`src/rtl/wb_port_arbiter.sv`:
```
// Register-file write-port arbiter: the writeback pipeline has priority, and one
// MDU result is buffered. A starvation limit stalls the pipeline to force the MDU result through.
module wb_port_arbiter #(
  parameter int STARVE_LIMIT = 4
) (
  input  logic        clock,
  input  logic        reset,
  input  logic        pipe_wb_enable,
  input  logic [4:0]  pipe_rd,
  input  logic [31:0] pipe_data,
  output logic        pipe_stall,
  input  logic        mdu_valid,
  input  logic [4:0]  mdu_rd,
  input  logic [31:0] mdu_data,
  output logic        mdu_ready,
  output logic        rf_we,
  output logic [4:0]  rf_rd,
  output logic [31:0] rf_data
);

  // state  | meaning
  // EMPTY  | hold_valid=0, the port belongs to the pipeline
  // HELD   | hold_valid=1, starve_cnt<limit, the pipeline still wins
  // FORCE  | hold_valid=1, starve_cnt==limit, the hold wins and the pipeline stalls
  localparam logic [3:0] LIMIT_CNT = 4'(STARVE_LIMIT);

  logic        hold_valid;
  logic [4:0]  hold_rd;
  logic [31:0] hold_data;
  logic [3:0]  starve_cnt;

  logic pipe_eff;
  logic hold_zero;
  logic force_hold;
  logic hold_gnt;
  logic pipe_gnt;
  logic capture;

  always_comb begin
    pipe_eff   = pipe_wb_enable && (pipe_rd != 5'd0);
    // A held x0 result is dropped without using the port, so the pipeline keeps it.
    hold_zero  = hold_valid && (hold_rd == 5'd0);
    force_hold = hold_valid && !hold_zero && (starve_cnt == LIMIT_CNT);
    hold_gnt   = hold_valid && !hold_zero && (force_hold || !pipe_eff);
    pipe_gnt   = pipe_eff && !hold_gnt;
    pipe_stall = force_hold && pipe_eff;
    mdu_ready  = !hold_valid;
    capture    = mdu_valid && !hold_valid;
  end

  always_ff @(posedge clock or negedge reset) begin
    if (!reset) begin
      hold_valid <= 1'b0;
      hold_rd    <= 5'd0;
      hold_data  <= 32'd0;
      starve_cnt <= 4'd0;
      rf_we      <= 1'b0;
      rf_rd      <= 5'd0;
      rf_data    <= 32'd0;
    end else begin
      rf_we <= hold_gnt || pipe_gnt;
      if (hold_gnt) begin
        rf_rd   <= hold_rd;
        rf_data <= hold_data;
      end else if (pipe_gnt) begin
        rf_rd   <= pipe_rd;
        rf_data <= pipe_data;
      end

      if (capture) begin
        hold_valid <= 1'b1;
        hold_rd    <= mdu_rd;
        hold_data  <= mdu_data;
        starve_cnt <= 4'd0;
      end else if (hold_gnt || hold_zero) begin
        hold_valid <= 1'b0;
        starve_cnt <= 4'd0;
      end else if (hold_valid && pipe_gnt && (starve_cnt != LIMIT_CNT)) begin
        starve_cnt <= starve_cnt + 4'd1;
      end
    end
  end

endmodule

```
`config.mk`:
```
export PLATFORM = sky130hd
export DESIGN_NAME = wb_port_arbiter
export DESIGN_NICKNAME = d
export VERILOG_FILES = /design/src/rtl/wb_port_arbiter.sv
export SDC_FILE = /design/constraint.sdc
export NUM_CORES = 1
export LEC_CHECK = 0
export CAP_MARGIN = 30
export CORE_ASPECT_RATIO = 0.9
export CORE_MARGIN = 4
export CORE_UTILIZATION = 40
export DETAILED_ROUTE_END_ITERATION = 7
export PLACE_DENSITY = 0.72
export RECOVER_POWER = 100
export SYNTH_ARGS = -nofsm -noshare
export SYNTH_HDL_FRONTEND = slang
export SYNTH_SLANG_ARGS = --single-unit
```
`constraint.sdc`:
```
create_clock -name clock -period 2.22 [get_ports clock]
set_clock_uncertainty 0.2 [all_clocks]
set_input_delay 0.333 -clock clock [delete_from_list [all_inputs] [get_ports clock]]
set_output_delay 0.333 -clock clock [all_outputs]
set_load 0.005 [all_outputs]
```
==> qor.csv, run 1 <==
stage;metric;value;unit
sta;fin_crit;2200;ps
grt;antenna_found_initial;0;
grt;overflow;0;
critical_path;crit_arrival;2220;ps
cells_and_area;layout.nets;462;
route;wire_per_inst;17.5;um
yosys;syn-num-nets;328;
yosys;ys_warn_count;0;
power;p_per_area;817;mW/mm2
sta;slew_headroom;26.8;%
route;ant_nets;0;
yosys;synth_top_area_share;58.7;%
cells_and_area;fin_area;0.00496;mm2
die;die_y;95.6;um
route;num_vias;2626;
placement;place_inst;483;
cts;cts_tree;done;
critical_path;endpoint_kind;register;
route;remaining_drc_errors;0;
cells_and_area;layout.area.seq;0.00200;mm2
critical_path;worstPathMaxFanout;32;
yosys;synth_seq_area_share;58.7;%
placement;io_buffers;117;
cts;cts_root_buf;clkbuf_8;
worst_hold_path;holdCritPathClass;input pin to register;
power;irDropWorstVdd;461;uV
die;die_width;105;um
sta;fin_ws;21.7;ps
die;core-area;0.00818;mm2
yosys;synthCells;248;
sta;tightest_slew;1100;ps
grt;grt_pass1_vias;2825;
cells_and_area;fillers;668;
die;start_util;41.7;%
route;wl;8760;um
grt;grt_usage;17.7;%
die;die-area;0.0101;mm2
cells_and_area;multi_input_area;0.00129;mm2
sta;max_freq;455;MHz
grt;grt_max_degree;46;
placement;place_ws;-449;ps
yosys;ys_seq_elements;80;
yosys;synth_area_leaders;dfrtp_1 (59%), mux2_2 (12%), o221a_1 (9.9%), or3_1 (5.9%), buf_6 (2.0%);
sta;fin_crit_sh;99.0;%
sta;timing.final.setup_violations;0;
die;io_pins;118;
yosys;synth_edf_count;0;
cts;cts_buffer_depth;2;
cts;clock_latency;340;ps
cts;cts_buffers;9;
sta;finalHoldViolCount;0;
critical_path;critical_path_class;input pin to register;
critical_path;crit_slowest_cell;or4_1;
flow_run;drv_cap;0;
yosys;synth_area_per_cell;13.8;um2
yosys;async_reset_ff_share;100;%
yosys;ys.flop_type;dfrtp_1;
grt;grt_pass1_wl;14000;um
cells_and_area;diodes;0;
die;rows;31;
cts;cts.htree.levels;3;
yosys;syn_area;0.00341;mm2
cts;clk_pin_slew_worst_paths;80;ps
critical_path;cp_slowest_stage_delay;560;ps
critical_path;crit_chain;dlygate4sd2_1, or4_1, o21a_4, buf_4, a21bo_2, buf_6, o221a_1;
placement;hpwl;6170;um
power;leakage;1.99;nW
critical_path;crit_required;2240;ps
sta;rsz0062_at_grt;false;
cells_and_area;drive_above_1_share;21.2;%
cts;clock_sinks;80;
cells_and_area;areaGrowthSynthToFinish;45.4;%
placement;postPlaceCellArea;0.00480;mm2
sta;report.final.slew_viol_count;0;
route;drt_iter0_drc;95;
yosys;synth_cell_types;31;
placement;gp_congestion;0.778;
yosys;yosysTopAreaCell;dfrtp_1;
critical_path;startpoint_type;input pin;
route;vias_per_cell;5.24;
cells_and_area;final_cells;501;
run_status;outcome;finished clean;
route;firstDrtPassIters;4;
-- layout by cell type (no fill, tap or decap), types with 5 or more instances in the layout --
master,n
clkbuf_2,5
dlygate4sd3_1,41
buf_4,13
o221a_1,30
nand2_1,8
dfrtp_1,80
mux2_2,37
a221o_1,5
nor2_1,8
clkbuf_8,9
or3_1,32
clkdlybuf4s50_1,71
-- power by group --
part	total [mW]	internal, mW	switching [mW]	leakage [nW]
sequential	1.98	1.79	0.193	0.926
combinational	1.05	0.655	0.392	0.973
clock	1.02	0.509	0.511	0.0948
-- registers in the layout, indices dropped and copies added, names as in the netlist --
register and cells:
hold_valid 1, hold_data 32, rf_we 1, starve_cnt 4, rf_rd 5, hold_rd 5
rf_data 32
-- synthesized netlist by cell type (2+ instances only) --
library cell,count
nor2b_1,2
nand3b_1,2
a221o_1,5
nand3_1,2
or3_1,32
nor2_1,8
buf_6,6
o21ai_0,3
buf_1,2
o221a_2,2
mux2_2,37
ha_1,2
inv_1,4
dfrtp_1,80
clkbuf_1,7
nand2_1,8
a32oi_1,2
o221a_1,30
a21oi_1,2
-- worst max-delay path: cells and delay by family --
| family | cells | cell delay, ps |
|---|---|---|
| buf+inv | 3 | 600 |
| compound gates | 3 | 720 |
| simple gates | 1 | 560 |
-- layout make-up --
class                           instances  share of cell area [%]
Inverter                                5                   0.429
Clock buffer                            9                    2.50
Multi-Input combinational cell        147                    26.0
Clock inverter                          6                    1.24
Sequential cell                        80                    40.4
Timing Repair Buffer                  139                    26.6
Tap cell                              115                    2.90
-- metrics by stage --
stage               hold WS, ps  util [%]  setup TNS, ps  total power [mW]
floorplan                  -163         -              0              2.50
global placement            158      58.7          -9360              3.11
detailed placement          174      58.7         -10970              3.16
CTS                         274      61.1              0              4.19
global route                278      60.6              0              4.28
finish                      282      60.6              0              4.05
-- layer usage --
layer / global-route usage (%) / vias to the layer above / share of wire (%)
met1: 22.4 / 1301 / 43
met2: 30.5 / 103 / 50
met5: 0 / - / 0
met3: 4.54 / 9 / 6.2
li1: - / 1213 / -
met4: 4.81 / 0 / 0.86
-- cells by family after synthesis --
kind of cell / after synthesis / share of synthesized area [%]
AOI/OAI and AO/OA: 49 / 14.7
DFF: 80 / 58.7
muxes: 37 / 12.2
buffers and inverters: 21 / 3.74
and+or+nand+nor: 59 / 9.90
adders and majority gates: 2 / 0.733
-- what timing repair did --
item,4_1_cts,5_1_grt
buffers inserted,1,1
hold buffers,1,0
pin swaps,1,1
gates resized for setup,8,1
hold endpoints to repair,42,0
endpoints found under the setup margin,1,31
-- worst paths after layout --
kind | startpoint | end | slack [ps] | cells after the start
worst max-delay path | pipe_rd[1] | rf_data[15]$_DFFE_PN0P_ | 20 | 7
worst min-delay path | pipe_rd[1] | rf_rd[1]$_DFFE_PN0P_ | 280 | 4
worst max register to register | starve_cnt[0]$_DFFE_PN0P_ | rf_rd[4]$_DFFE_PN0P_ | 90 | 7
worst min register to register | hold_data[15]$_DFFE_PN0P_ | hold_data[15]$_DFFE_PN0P_ | 310 | 1
max in group asynchronous | reset | rf_rd[3]$_DFFE_PN0P_ | 340 | 3
min in group asynchronous | reset | starve_cnt[2]$_DFFE_PN0P_ | 540 | 2
No activity file was read; power rests on OpenSTA's default activity.
==> run 2, diff against run 1 <==
- GPL_ROUTABILITY_DRIVEN: not set -> 0
==> results of run 2 <==
The final DEF is identical to that of run 1; final timing and power are the same.
==> run 3, diff against run 2 <==
- CTS_BUF_LIST: not set -> sky130_fd_sc_hd__clkbuf_16
- HOLD_SLACK_MARGIN: not set -> 0.08
==> qor.csv, run 3 (same netlist as run 1, synthesis figures left out) <==
stage;metric;value;unit
run_status;outcome;finished clean;
placement;place_inst;483;
critical_path;critical_path_class;input pin to register;
cells_and_area;areaGrowthSynthToFinish;48.6;%
sta;tightest_slew;1100;ps
route;drt_iter0_drc;77;
route;ant_nets;0;
sta;report.final.slew_viol_count;0;
sta;timing.final.setup_violations;0;
power;p_per_area;879;mW/mm2
cts;clk_pin_slew_worst_paths;60;ps
cts;cts_buffer_depth;2;
die;io_pins;118;
cells_and_area;final_cells;501;
critical_path;crit_slowest_cell;or4_1;
cts;cts.htree.levels;3;
grt;grt_max_degree;46;
grt;grt_pass1_wl;13900;um
critical_path;crit_chain;dlygate4sd2_1, or4_1, o21a_4, buf_4, a21bo_2, buf_12, o221a_1;
sta;rsz0062_at_grt;false;
critical_path;crit_arrival;2200;ps
cts;cts_root_buf;clkbuf_16;
die;die_width;105;um
grt;antenna_found_initial;0;
sta;hold_slack;297;ps
critical_path;crit_start;pipe_rd[1];
die;rows;31;
sta;finalHoldViolCount;0;
worst_hold_path;hp-start;pipe_rd[1];
sta;max_freq;456;MHz
placement;io_buffers;117;
placement;place_ws;-449;ps
cells_and_area;mostFrequentLayoutCells;dfrtp_1 (80), clkdlybuf4s50_1 (71), dlygate4sd3_1 (41);
grt;overflow;0;
route;wire_per_inst;17.3;um
critical_path;crit_family;compound AO/OA/AOI/OAI gates;
power;leakage;2.04;nW
grt;grt_usage;17.8;%
critical_path;cp_slowest_stage_delay;560;ps
critical_path;worstPathMaxFanout;32;
cells_and_area;drive_above_1_share;21.2;%
die;start_util;41.7;%
cells_and_area;reg_top3;hold_data x32, rf_data x32;
flow_run;drv_cap;0;
sta;fin_ws;27.4;ps
critical_path;critPathBufInv;3;
cts;cts_buffers;9;
route;num_vias;2588;
sta;fin_crit_sh;98.8;%
grt;grt_pass1_vias;2790;
worst_hold_path;holdCritPathClass;input pin to register;
cts;clock_latency;320;ps
cells_and_area;diodes;0;
placement;hpwl;6170;um
cts;clock_sinks;80;
critical_path;endpoint_kind;register;
sta;slew_headroom;27.0;%
die;core-area;0.00818;mm2
route;firstDrtPassIters;4;
sta;fin_crit;2190;ps
route;vias_per_cell;5.17;
route;wl;8670;um
die;die_y;95.6;um
power;irDropWorstVdd;477;uV
cells_and_area;fillers;653;
critical_path;crit_required;2220;ps
critical_path;r2r-start;starve_cnt[0]$_DFFE_PN0P_;
critical_path;startpoint_type;input pin;
cells_and_area;layout.nets;462;
cells_and_area;layout_commonest_cell;dfrtp_1;
die;die-area;0.0101;mm2
cts;cts_tree;done;
route;remaining_drc_errors;0;
[run 3: layout make-up]
class | instances | area [um2] | area share (%)
Clock buffer | 9 | 225 | 4.44
Clock inverter | 6 | 61.3 | 1.21
Timing Repair Buffer | 139 | 1330 | 26.2
Inverter | 5 | 21.3 | 0.420
Sequential cell | 80 | 2000 | 39.5
Tap cell | 115 | 144 | 2.84
Multi-Input combinational cell | 147 | 1290 | 25.4
[run 3: what timing repair did]
action,4_1_cts,5_1_grt
setup endpoints to repair,2,31
buffers inserted,1,1
cloned,0,0
hold endpoints to repair,42,0
pin swaps,1,1
resized for setup,8,1
hold buffers,1,0
[run 3: worst paths after layout]
| path | end | slack (ps) | cells past startpoint |
|---|---|---|---|
| worst max register to register | rf_rd[4]$_DFFE_PN0P_ | 100 | 7 |
| worst min-delay path | rf_rd[1]$_DFFE_PN0P_ | 300 | 4 |
| min in group asynchronous | starve_cnt[2]$_DFFE_PN0P_ | 540 | 2 |
| max in group asynchronous | hold_data[29]$_DFFE_PN0P_ | 350 | 3 |
| worst max-delay path | rf_data[15]$_DFFE_PN0P_ | 30 | 7 |
| worst min register to register | hold_data[15]$_DFFE_PN0P_ | 310 | 1 |
[run 3: metrics by stage]
stage                     cell area, um2  utilization [%]  power [mW]  TNS (ps)
after floorplan                     3410                -        2.50         0
after global placement              4800             58.7        3.11     -9360
after detailed placement            4800             58.7        3.16    -10970
after CTS                           5100             62.3        4.59         0
after global routing                5070             61.9        4.70         0
final                               5070             61.9        4.46         0
[run 3: routing by layer]
layer  track usage, %  routed length [um]
met4             4.48                  48
met2             30.3                4340
met1             22.6                3810
met3             5.15                 474
met5                0                   0
[run 3: tightest hold or removal path: cells and delay by family]
family	cells	cell delay [ps]
AO/OA/AOI/OAI	1	100
buffers and inverters	1	220
AND/OR/NAND/NOR	2	120
[run 3: where the power goes]
| part | switching [mW] | internal (mW) |
|---|---|---|
| clock | 0.562 | 0.860 |
| combinational | 0.390 | 0.661 |
| sequential | 0.190 | 1.79 |
